==> src/rtl/ex_mem_fwd_stage_if.sv <==
// EX/MEM stage bundle: EX-side inputs, MEM/WB forwarding inputs, memory handshake and
// the registered EX/MEM outputs with hazard/forwarding controls.
interface ex_mem_fwd_stage_if #(
  parameter int unsigned DATA_W  = 32,
  parameter int unsigned REG_AW  = 5,
  parameter int unsigned NUM_SRC = 2
);
  logic                      ex_valid_i;
  logic                      ex_mem_read_i;
  logic                      ex_mem_write_i;
  logic                      ex_mem_to_reg_i;
  logic                      ex_reg_write_i;
  logic [DATA_W-1:0]         ex_alu_i;
  logic [DATA_W-1:0]         ex_wdata_i;
  logic [REG_AW-1:0]         ex_rd_i;
  logic                      flush_i;
  logic [NUM_SRC*REG_AW-1:0] src_i;
  logic                      wb_reg_write_i;
  logic [REG_AW-1:0]         wb_rd_i;
  logic                      mem_ack_i;

  logic                      em_valid_o;
  logic                      em_mem_read_o;
  logic                      em_mem_write_o;
  logic                      em_mem_to_reg_o;
  logic                      em_reg_write_o;
  logic [DATA_W-1:0]         em_alu_o;
  logic [DATA_W-1:0]         em_wdata_o;
  logic [REG_AW-1:0]         em_rd_o;
  logic                      mem_req_o;
  logic [NUM_SRC*2-1:0]      fwd_sel_o;
  logic                      mem_stall_o;
  logic                      lu_stall_o;
  logic                      mem_err_o;

  modport master (
    output ex_valid_i, ex_mem_read_i, ex_mem_write_i, ex_mem_to_reg_i, ex_reg_write_i,
           ex_alu_i, ex_wdata_i, ex_rd_i, flush_i, src_i, wb_reg_write_i, wb_rd_i,
           mem_ack_i,
    input  em_valid_o, em_mem_read_o, em_mem_write_o, em_mem_to_reg_o, em_reg_write_o,
           em_alu_o, em_wdata_o, em_rd_o, mem_req_o, fwd_sel_o, mem_stall_o, lu_stall_o,
           mem_err_o
  );

  modport slave (
    input  ex_valid_i, ex_mem_read_i, ex_mem_write_i, ex_mem_to_reg_i, ex_reg_write_i,
           ex_alu_i, ex_wdata_i, ex_rd_i, flush_i, src_i, wb_reg_write_i, wb_rd_i,
           mem_ack_i,
    output em_valid_o, em_mem_read_o, em_mem_write_o, em_mem_to_reg_o, em_reg_write_o,
           em_alu_o, em_wdata_o, em_rd_o, mem_req_o, fwd_sel_o, mem_stall_o, lu_stall_o,
           mem_err_o
  );
endinterface

==> src/rtl/ex_mem_fwd_stage.sv <==
// EX/MEM pipeline register with operand forwarding, load-use bubble insertion and a
// req/ack data-memory handshake guarded by a wait-timeout FSM.
module ex_mem_fwd_stage #(
  parameter int unsigned DATA_W   = 32,
  parameter int unsigned REG_AW   = 5,
  parameter int unsigned NUM_SRC  = 2,
  parameter int unsigned MAX_WAIT = 15
) (
  input logic            clk_i,
  input logic            rst_i,
  ex_mem_fwd_stage_if.slave bus
);
  localparam int unsigned CntW = $clog2(MAX_WAIT + 1);

  typedef enum logic [1:0] {StIdle, StWait, StErr} state_e;

  state_e            state_q;
  logic [CntW-1:0]   cnt_q;

  logic              em_valid_q;
  logic              em_mem_read_q;
  logic              em_mem_write_q;
  logic              em_mem_to_reg_q;
  logic              em_reg_write_q;
  logic [DATA_W-1:0] em_alu_q;
  logic [DATA_W-1:0] em_wdata_q;
  logic [REG_AW-1:0] em_rd_q;

  logic                 pend;
  logic                 mem_req;
  logic                 mem_stall;
  logic                 lu_stall;
  logic                 bubble;
  logic [NUM_SRC-1:0]   lu_hit;
  logic [NUM_SRC*2-1:0] fwd_sel;
  logic [REG_AW-1:0]    src;

  assign pend      = em_valid_q & (em_mem_read_q | em_mem_write_q);
  assign mem_req   = pend & (state_q != StErr);
  assign mem_stall = (mem_req & ~bus.mem_ack_i) | (state_q == StErr);

  always_comb begin
    fwd_sel = '0;
    lu_hit  = '0;
    src     = '0;
    for (int k = 0; k < NUM_SRC; k++) begin
      src = bus.src_i[k*REG_AW +: REG_AW];
      if (src != '0) begin
        if (em_valid_q && em_reg_write_q && !em_mem_read_q && (em_rd_q == src)) begin
          fwd_sel[k*2 +: 2] = 2'b10;
        end else if (bus.wb_reg_write_i && (bus.wb_rd_i == src)) begin
          fwd_sel[k*2 +: 2] = 2'b01;
        end
        lu_hit[k] = em_valid_q & em_mem_read_q & em_reg_write_q & (em_rd_q == src);
      end
    end
  end

  // A memory stall freezes the consumer anyway, so it suppresses the load-use bubble.
  assign lu_stall = (|lu_hit) & ~mem_stall & bus.ex_valid_i;
  assign bubble   = bus.flush_i | lu_stall | ~bus.ex_valid_i;

  always_ff @(posedge clk_i or negedge rst_i) begin
    if (!rst_i) begin
      em_valid_q      <= 1'b0;
      em_mem_read_q   <= 1'b0;
      em_mem_write_q  <= 1'b0;
      em_mem_to_reg_q <= 1'b0;
      em_reg_write_q  <= 1'b0;
      em_alu_q        <= '0;
      em_wdata_q      <= '0;
      em_rd_q         <= '0;
    end else if (!mem_stall) begin
      em_valid_q      <= ~bubble;
      em_mem_read_q   <= ~bubble & bus.ex_mem_read_i;
      em_mem_write_q  <= ~bubble & bus.ex_mem_write_i;
      em_mem_to_reg_q <= ~bubble & bus.ex_mem_to_reg_i;
      em_reg_write_q  <= ~bubble & bus.ex_reg_write_i;
      em_alu_q        <= bus.ex_alu_i;
      em_wdata_q      <= bus.ex_wdata_i;
      em_rd_q         <= bus.ex_rd_i;
    end
  end

  always_ff @(posedge clk_i or negedge rst_i) begin
    if (!rst_i) begin
      state_q <= StIdle;
      cnt_q   <= '0;
    end else begin
      unique case (state_q)
        StIdle: begin
          // Same-cycle ack completes with zero wait and never leaves idle.
          if (mem_req && !bus.mem_ack_i) begin
            state_q <= StWait;
            cnt_q   <= CntW'(1);
          end
        end
        StWait: begin
          if (bus.mem_ack_i) begin
            state_q <= StIdle;
            cnt_q   <= '0;
          end else if (cnt_q == CntW'(MAX_WAIT)) begin
            state_q <= StErr;
          end else begin
            cnt_q <= cnt_q + CntW'(1);
          end
        end
        StErr:   state_q <= StErr;
        default: state_q <= StIdle;
      endcase
    end
  end

  assign bus.em_valid_o      = em_valid_q;
  assign bus.em_mem_read_o   = em_mem_read_q;
  assign bus.em_mem_write_o  = em_mem_write_q;
  assign bus.em_mem_to_reg_o = em_mem_to_reg_q;
  assign bus.em_reg_write_o  = em_reg_write_q;
  assign bus.em_alu_o        = em_alu_q;
  assign bus.em_wdata_o      = em_wdata_q;
  assign bus.em_rd_o         = em_rd_q;
  assign bus.mem_req_o       = mem_req;
  assign bus.fwd_sel_o       = fwd_sel;
  assign bus.mem_stall_o     = mem_stall;
  assign bus.lu_stall_o      = lu_stall;
  assign bus.mem_err_o       = (state_q == StErr);
endmodule

==> src/flat_wrapper.sv <==
// flat-port wrapper written by rule: the top's interface ports become plain ports
module ex_mem_fwd_stage_flat 
#(
  parameter int unsigned DATA_W   = 32,
  parameter int unsigned REG_AW   = 5,
  parameter int unsigned NUM_SRC  = 2,
  parameter int unsigned MAX_WAIT = 15
)
  (clk_i, rst_i, bus_ex_valid_i, bus_ex_mem_read_i, bus_ex_mem_write_i, bus_ex_mem_to_reg_i, bus_ex_reg_write_i, bus_ex_alu_i, bus_ex_wdata_i, bus_ex_rd_i, bus_flush_i, bus_src_i, bus_wb_reg_write_i, bus_wb_rd_i, bus_mem_ack_i, bus_em_valid_o, bus_em_mem_read_o, bus_em_mem_write_o, bus_em_mem_to_reg_o, bus_em_reg_write_o, bus_em_alu_o, bus_em_wdata_o, bus_em_rd_o, bus_mem_req_o, bus_fwd_sel_o, bus_mem_stall_o, bus_lu_stall_o, bus_mem_err_o);
  ex_mem_fwd_stage_if #(.DATA_W(DATA_W), .REG_AW(REG_AW), .NUM_SRC(NUM_SRC)) bus_i ();
  input logic clk_i;
  input logic rst_i;
  input wire logic [$bits(bus_i.ex_valid_i)-1:0] bus_ex_valid_i;
  input wire logic [$bits(bus_i.ex_mem_read_i)-1:0] bus_ex_mem_read_i;
  input wire logic [$bits(bus_i.ex_mem_write_i)-1:0] bus_ex_mem_write_i;
  input wire logic [$bits(bus_i.ex_mem_to_reg_i)-1:0] bus_ex_mem_to_reg_i;
  input wire logic [$bits(bus_i.ex_reg_write_i)-1:0] bus_ex_reg_write_i;
  input wire logic [$bits(bus_i.ex_alu_i)-1:0] bus_ex_alu_i;
  input wire logic [$bits(bus_i.ex_wdata_i)-1:0] bus_ex_wdata_i;
  input wire logic [$bits(bus_i.ex_rd_i)-1:0] bus_ex_rd_i;
  input wire logic [$bits(bus_i.flush_i)-1:0] bus_flush_i;
  input wire logic [$bits(bus_i.src_i)-1:0] bus_src_i;
  input wire logic [$bits(bus_i.wb_reg_write_i)-1:0] bus_wb_reg_write_i;
  input wire logic [$bits(bus_i.wb_rd_i)-1:0] bus_wb_rd_i;
  input wire logic [$bits(bus_i.mem_ack_i)-1:0] bus_mem_ack_i;
  output wire logic [$bits(bus_i.em_valid_o)-1:0] bus_em_valid_o;
  output wire logic [$bits(bus_i.em_mem_read_o)-1:0] bus_em_mem_read_o;
  output wire logic [$bits(bus_i.em_mem_write_o)-1:0] bus_em_mem_write_o;
  output wire logic [$bits(bus_i.em_mem_to_reg_o)-1:0] bus_em_mem_to_reg_o;
  output wire logic [$bits(bus_i.em_reg_write_o)-1:0] bus_em_reg_write_o;
  output wire logic [$bits(bus_i.em_alu_o)-1:0] bus_em_alu_o;
  output wire logic [$bits(bus_i.em_wdata_o)-1:0] bus_em_wdata_o;
  output wire logic [$bits(bus_i.em_rd_o)-1:0] bus_em_rd_o;
  output wire logic [$bits(bus_i.mem_req_o)-1:0] bus_mem_req_o;
  output wire logic [$bits(bus_i.fwd_sel_o)-1:0] bus_fwd_sel_o;
  output wire logic [$bits(bus_i.mem_stall_o)-1:0] bus_mem_stall_o;
  output wire logic [$bits(bus_i.lu_stall_o)-1:0] bus_lu_stall_o;
  output wire logic [$bits(bus_i.mem_err_o)-1:0] bus_mem_err_o;
  assign bus_i.ex_valid_i = bus_ex_valid_i;
  assign bus_i.ex_mem_read_i = bus_ex_mem_read_i;
  assign bus_i.ex_mem_write_i = bus_ex_mem_write_i;
  assign bus_i.ex_mem_to_reg_i = bus_ex_mem_to_reg_i;
  assign bus_i.ex_reg_write_i = bus_ex_reg_write_i;
  assign bus_i.ex_alu_i = bus_ex_alu_i;
  assign bus_i.ex_wdata_i = bus_ex_wdata_i;
  assign bus_i.ex_rd_i = bus_ex_rd_i;
  assign bus_i.flush_i = bus_flush_i;
  assign bus_i.src_i = bus_src_i;
  assign bus_i.wb_reg_write_i = bus_wb_reg_write_i;
  assign bus_i.wb_rd_i = bus_wb_rd_i;
  assign bus_i.mem_ack_i = bus_mem_ack_i;
  assign bus_em_valid_o = bus_i.em_valid_o;
  assign bus_em_mem_read_o = bus_i.em_mem_read_o;
  assign bus_em_mem_write_o = bus_i.em_mem_write_o;
  assign bus_em_mem_to_reg_o = bus_i.em_mem_to_reg_o;
  assign bus_em_reg_write_o = bus_i.em_reg_write_o;
  assign bus_em_alu_o = bus_i.em_alu_o;
  assign bus_em_wdata_o = bus_i.em_wdata_o;
  assign bus_em_rd_o = bus_i.em_rd_o;
  assign bus_mem_req_o = bus_i.mem_req_o;
  assign bus_fwd_sel_o = bus_i.fwd_sel_o;
  assign bus_mem_stall_o = bus_i.mem_stall_o;
  assign bus_lu_stall_o = bus_i.lu_stall_o;
  assign bus_mem_err_o = bus_i.mem_err_o;
  ex_mem_fwd_stage #(.DATA_W(DATA_W), .REG_AW(REG_AW), .NUM_SRC(NUM_SRC), .MAX_WAIT(MAX_WAIT)) u_core (.clk_i(clk_i), .rst_i(rst_i), .bus(bus_i));
endmodule
==> config.mk <==
export PLATFORM = sky130hd
export DESIGN_NAME = ex_mem_fwd_stage_flat
export DESIGN_NICKNAME = d
export VERILOG_FILES = /design/src/rtl/ex_mem_fwd_stage_if.sv /design/src/rtl/ex_mem_fwd_stage.sv /design/src/flat_wrapper.sv
export SDC_FILE = /design/constraint.sdc
export NUM_CORES = 1
export LEC_CHECK = 0
export ABC_AREA = 1
export CORE_ASPECT_RATIO = 0.75
export CORE_MARGIN = 1
export CORE_UTILIZATION = 37
export CTS_CLUSTER_SIZE = 24
export DETAILED_ROUTE_END_ITERATION = 8
export GPL_ROUTABILITY_DRIVEN = 1
export PLACE_DENSITY = 0.78
export SLEW_MARGIN = 20
export SYNTH_ARGS = -nofsm -noshare
export SYNTH_HDL_FRONTEND = slang
export SYNTH_SLANG_ARGS = --single-unit
==> constraint.sdc <==
create_clock -name clk_i -period 1.5 [get_ports clk_i]
set_input_delay 0.45 -clock clk_i [delete_from_list [all_inputs] [get_ports clk_i]]
set_output_delay 0.45 -clock clk_i [all_outputs]
set_load 0.03 [all_outputs]
[After elaboration in Yosys (flattened, before gate mapping)]
Index checks and enable logic that the tools add are counted.
Storage, ports and cells
  register bits: 80
  input bits: 94
  output and inout bits: 82
  logic and storage cells: 75
Cells by class
  $add $sub $neg: 1
  equal/unequal tests: 11
  muxes and demuxes: 16
  bitwise logic cells: 21
  reductions and logical operators: 16
Operator list (number)
  5-bit equality test: 4
  2-bit two-way mux: 7
  1-bit AND: 13
  4-bit two-way mux: 3
  5-bit nonzero test: 2
  4-bit case mux with 2 select lines: 1
  1-bit logical AND: 7
  2-bit case mux with 3 select lines: 1
  4-bit by 1-bit adder with 4-bit output, second input constant: 1
  4-bit equality test, second input constant: 1
  1-bit two-way mux: 4
  1-bit NOT: 4
  1-bit OR: 4
  3-bit by 2-bit != test with 1-bit output, second input constant: 1
  3-bit != test, second input constant: 1
  3-bit AND reduction: 1
  2-bit by 1-bit equality test with 1-bit output, second input constant: 1
  2-bit equality test, second input constant: 1
  1-bit zero test: 2
  2-bit zero test: 1
  2-bit by 1-bit != test with 1-bit output, second input constant: 1
  2-bit != test, second input constant: 1
  2-bit AND reduction: 1
  2-bit nonzero test: 1
  2-bit OR reduction: 1

[Logic depth before layout (Yosys ltp)]
  depth after elaboration: 12
  mapped depth: 9
  gate-level depth less buffers: 9

[Worst setup path after synthesis]
No wires, ideal clock.
  path kind: register to output
  start point: register u_core.em_mem_read_q, in the netlist u_core.bus.em_mem_read_o
  end point: output bus_lu_stall_o
  data arrival time: 1414 ps
  data required time: 1050 ps
  path slack: -364 ps
  cell stages (with the launch flop): 9
  path buffers: 1
  cell sequence: dfrtp_1 > nor2_2 > nor2_1 > nand3_2 > nand2_2 > buf_6 > nor3_2 > nand2_2 > inv_1
Between the ends
  word-level cells in the longest chain between the ends: 8
  elaborated cells on any way between the ends: 15
  classes of those cells: mux: 2; bitwise: 12; reduce/logical: 1
Ends and longest elaborated chain
  from (decl): RTL line ex_mem_fwd_stage.sv:21  | logic em_mem_read_q;
  from (signal assigned): RTL line ex_mem_fwd_stage.sv:75  | em_mem_read_q <= ~bubble & bus.ex_mem_read_i;
  1-bit OR: RTL line ex_mem_fwd_stage.sv:38  | assign pend = em_valid_q & (em_mem_read_q | em_mem_write_q);
  1-bit AND: RTL line ex_mem_fwd_stage.sv:38
  1-bit AND: RTL line ex_mem_fwd_stage.sv:39  | assign mem_req = pend & (state_q != StErr);
  1-bit AND: RTL line ex_mem_fwd_stage.sv:40  | assign mem_stall = (mem_req & ~bus.mem_ack_i) | (state_q == StErr);
  1-bit OR: RTL line ex_mem_fwd_stage.sv:40
  1-bit NOT: RTL line ex_mem_fwd_stage.sv:60  | assign lu_stall = (|lu_hit) & ~mem_stall & bus.ex_valid_i;
  1-bit AND * (2 in series): RTL line ex_mem_fwd_stage.sv:60
  to (decl): RTL line flat_wrapper.sv:37  | output wire logic [$bits(bus_i.lu_stall_o)-1:0] bus_lu_stall_o;
Mark *: on every way between the ends. The rest lies on a longest branch, timed or not.

[Worst setup path after layout]
  start point: register u_core.em_mem_read_q, in the netlist u_core.bus.em_mem_read_o
  end point: output bus_fwd_sel_o[3]
Between the ends
  word-level cells in the longest chain between the ends: 5
Ends and longest elaborated chain
  1-bit zero test: RTL line ex_mem_fwd_stage.sv:49  | if (em_valid_q && em_reg_write_q && !em_mem_read_q && (em_rd_q == src)) begin
  1-bit logical AND (2 in series): RTL line ex_mem_fwd_stage.sv:49
  2-bit two-way mux: RTL line ex_mem_fwd_stage.sv:49
  2-bit two-way mux: RTL line ex_mem_fwd_stage.sv:48  | if (src != '0) begin
  to (decl): RTL line flat_wrapper.sv:35  | output wire logic [$bits(bus_i.fwd_sel_o)-1:0] bus_fwd_sel_o;
Every way passes these cells.

==> results.json <==
{
  "avgSynthCellArea_sq_um": 8.131,
  "worst-path-buf-inv": 3,
  "initial_utilization": 0.3864,
  "path_cells": "buf_6, nand3b_1, buf_6, nor2_4, buf_6",
  "grt-ovfl-total": 0,
  "die_h_microns": 86.87,
  "vias_per_cell": 4.700,
  "outcome": "complete, but fails checks",
  "vias": 3835,
  "grt_pass1_wl_mm": 19.46,
  "synth_cells": 437,
  "final_nets": 779,
  "clockBufferDepth": 2,
  "ys_seq_elements": 80,
  "cts.sinks": 80,
  "antenna_found_initial": 0,
  "max_freq_mhz": 487.2,
  "leakage_nw": 3.732,
  "routabilityCongestion": 0.8367,
  "p_per_area_mw_per_mm2": 682.7,
  "grt_max_degree": 35,
  "cap_viol_max_count": 0,
  "arrival_ps": 1600,
  "maxSlewViolCount": 0,
  "r2r-start": "u_core.bus.em_mem_read_o",
  "cts_buffers": 9,
  "die_w_microns": 115.2,
  "root_buffer": "clkbuf_16",
  "rsz0062_at_grt": "yes",
  "cts.clk_slew.worst_paths_ps": 60,
  "period_minus_slack_ps": 2053,
  "drc": 0,
  "die_area_sq_mm": 0.01000,
  "htree_levels": 3,
  "dp.cells": 764,
  "drt_iter0_drc": 185,
  "ant_nets": 0,
  "rows": 30,
  "synth_area_sq_mm": 0.003553,
  "cp_common_cell": "buf_6",
  "hold_path_class": "in2async",
  "synthesis.nets": 532,
  "dr.pass1.iters": 5,
  "setup_viol": 84,
  "critical_path.top_delay_family": "buffers and inverters",
  "cts-hold-fix-buffers": 0,
  "grt_usage": 0.2579,
  "slowest_delay_ps": 450,
  "ir_worst_vdd_mv": 0.6972,
  "final_common_cell": "nand2_1",
  "place_area_sq_mm": 0.005693,
  "core_sq_mm": 0.009196,
  "cts_tree": "built",
  "cp-end-kind": "output pin",
  "crit_fanout": 4,
  "hold_viol_final": 0,
  "synth_seq_area_share": 0.5634,
  "crit_path_start": "u_core.bus.em_mem_read_o",
  "grt_pass1_vias": 4005,
  "violations": "setup timing",
  "synth_cell_types": 26,
  "dp_hpwl_mm": 7.676,
  "routed_wl_mm": 13.19,
  "finalPower_mw": 4.969,
  "design_area_sq_mm": 0.007278,
  "fin_worst_skew_ps": 5.904,
  "holdWs_ps": 64.16,
  "crit_type": "reg2out",
  "final_cell_mix": "nand2_1, clkdlybuf4s50_1, nand2_2",
  "stdcell_count": 816,
  "wl_per_cell_microns": 16.16,
  "finalCritPeriodShare": 1.368,
  "maxSlewHeadroom": 0.6959,
  "num_io_pins": 176,
  "antenna_cells": 0,
  "yosysWarnings": 0,
  "critPathLaunchType": "flip-flop",
  "drive_gt1_frac": 0.4869,
  "worst_slack_ps": -552.7,
  "required_ps": 1050,
  "clock_latency_ps": 330,
  "area_growth_pct": 104.8,
  "io_buffers": 175,
  "worstMarginPinSlew_ps": 456.2,
  "slowest_stage": "dfrtp_2",
  "utilization": 0.7914
}
[worst reg2reg max path: cells and delay by family, from the launching register on]
kind                   cells  cell delay, ps
buffers and inverters      7             810
flip-flops                 1             430
AND/OR/NAND/NOR            6             530
[sequential cells by signal, indices dropped and copies added (netlist names)]
register	count
u_core.state_q	2
u_core.bus.em_wdata_o	32
u_core.cnt_q	4
u_core.bus.em_mem_write_o	1
u_core.bus.em_reg_write_o	1
u_core.bus.em_alu_o	32
u_core.bus.em_mem_read_o	1
u_core.bus.em_rd_o	5
u_core.bus.em_valid_o	1
u_core.bus.em_mem_to_reg_o	1
[stage by stage]
stage	setup TNS (ps)	worst slack, ps
2_1_floorplan	-624.0	-222.5
3_3_place_gp	-42190	-773.1
3_5_place_dp	-44390	-816.7
4_1_cts	-22620	-553.4
5_1_grt	-28840	-613.1
6_report	-23710	-552.7
[cell usage after synthesis]
master    count  area share
a21oi_1       3      0.0042
nand3b_1      1      0.0021
o211a_1       1      0.0028
buf_4         3      0.0063
nand3_2       1      0.0028
o21ai_0      14       0.020
nand4_1       8       0.014
inv_2         1      0.0011
nor3_2        1      0.0028
nor3_1        1      0.0014
or2_2         2      0.0035
nand2_2       2      0.0035
xor2_1        4      0.0099
buf_6         5       0.016
inv_1        24       0.025
ha_1          1      0.0035
nand3_1      10       0.014
nor2_2        1      0.0018
a221oi_1      1      0.0025
nor3_4        1      0.0046
o22ai_1       1      0.0018
xnor2_1       3      0.0074
nand2_1     243        0.26
dfrtp_1      80        0.56
buf_2         7      0.0099
nor2_1       18       0.019
[final timing paths]
path	endpoint	slack, ps	depth (start not counted)
worst max-delay path	bus_fwd_sel_o[3]	-550	5
worst min-delay path	u_core.bus.em_alu_o[29]	60	1
worst max register to register	u_core.bus.em_alu_o[2]	-360	13
worst min register to register	u_core.bus.em_alu_o[30]	480	2
max in group asynchronous	u_core.bus.em_wdata_o[30]	910	2
min in group clk_i	u_core.bus.em_alu_o[30]	480	2
[logic make-up after synthesis]
family,Yosys count,synth area share
adders and majority gates,1,0.003521
buffers and inverters,40,0.05845
and+or+nand+nor,289,0.3264
AOI/OAI and AO/OA,20,0.03099
xor gates and xnor gates,7,0.01725
DFF,80,0.5634
[layout make-up]
class                           count  area (sq um)
Tap cell                          128         160.2
Fill cell                         583          1918
Clock inverter                      5         81.33
Timing Repair Buffer              250          2698
Inverter                           25         117.6
Clock buffer                       10         239.0
Sequential cell                    80          2012
Multi-Input combinational cell    317          1954
Timing Repair inverter              1         16.27
[routing by layer]
layer	vias to the layer above	share of wire	global-route usage
li1	1848	-	-
met1	1835	0.42	0.3195
met2	142	0.52	0.4518
met3	10	0.057	0.06820
met4	0	0.0076	0.06021
met5	-	0	0
[timing repair]
action,4_1_cts,5_1_grt
cloned,14,0
setup endpoints to repair,144,96
pin swaps,31,35
setup buffers,21,16
gates resized for setup,350,126
[where the power goes]
group          internal [mW]  total, mW  switching, mW
clock                   1.49       2.36          0.869
combinational          0.257      0.445          0.187
sequential              2.16       2.16        0.00220
total                   3.91       4.97           1.06
Note: power is estimated with default switching activity, not from simulation.
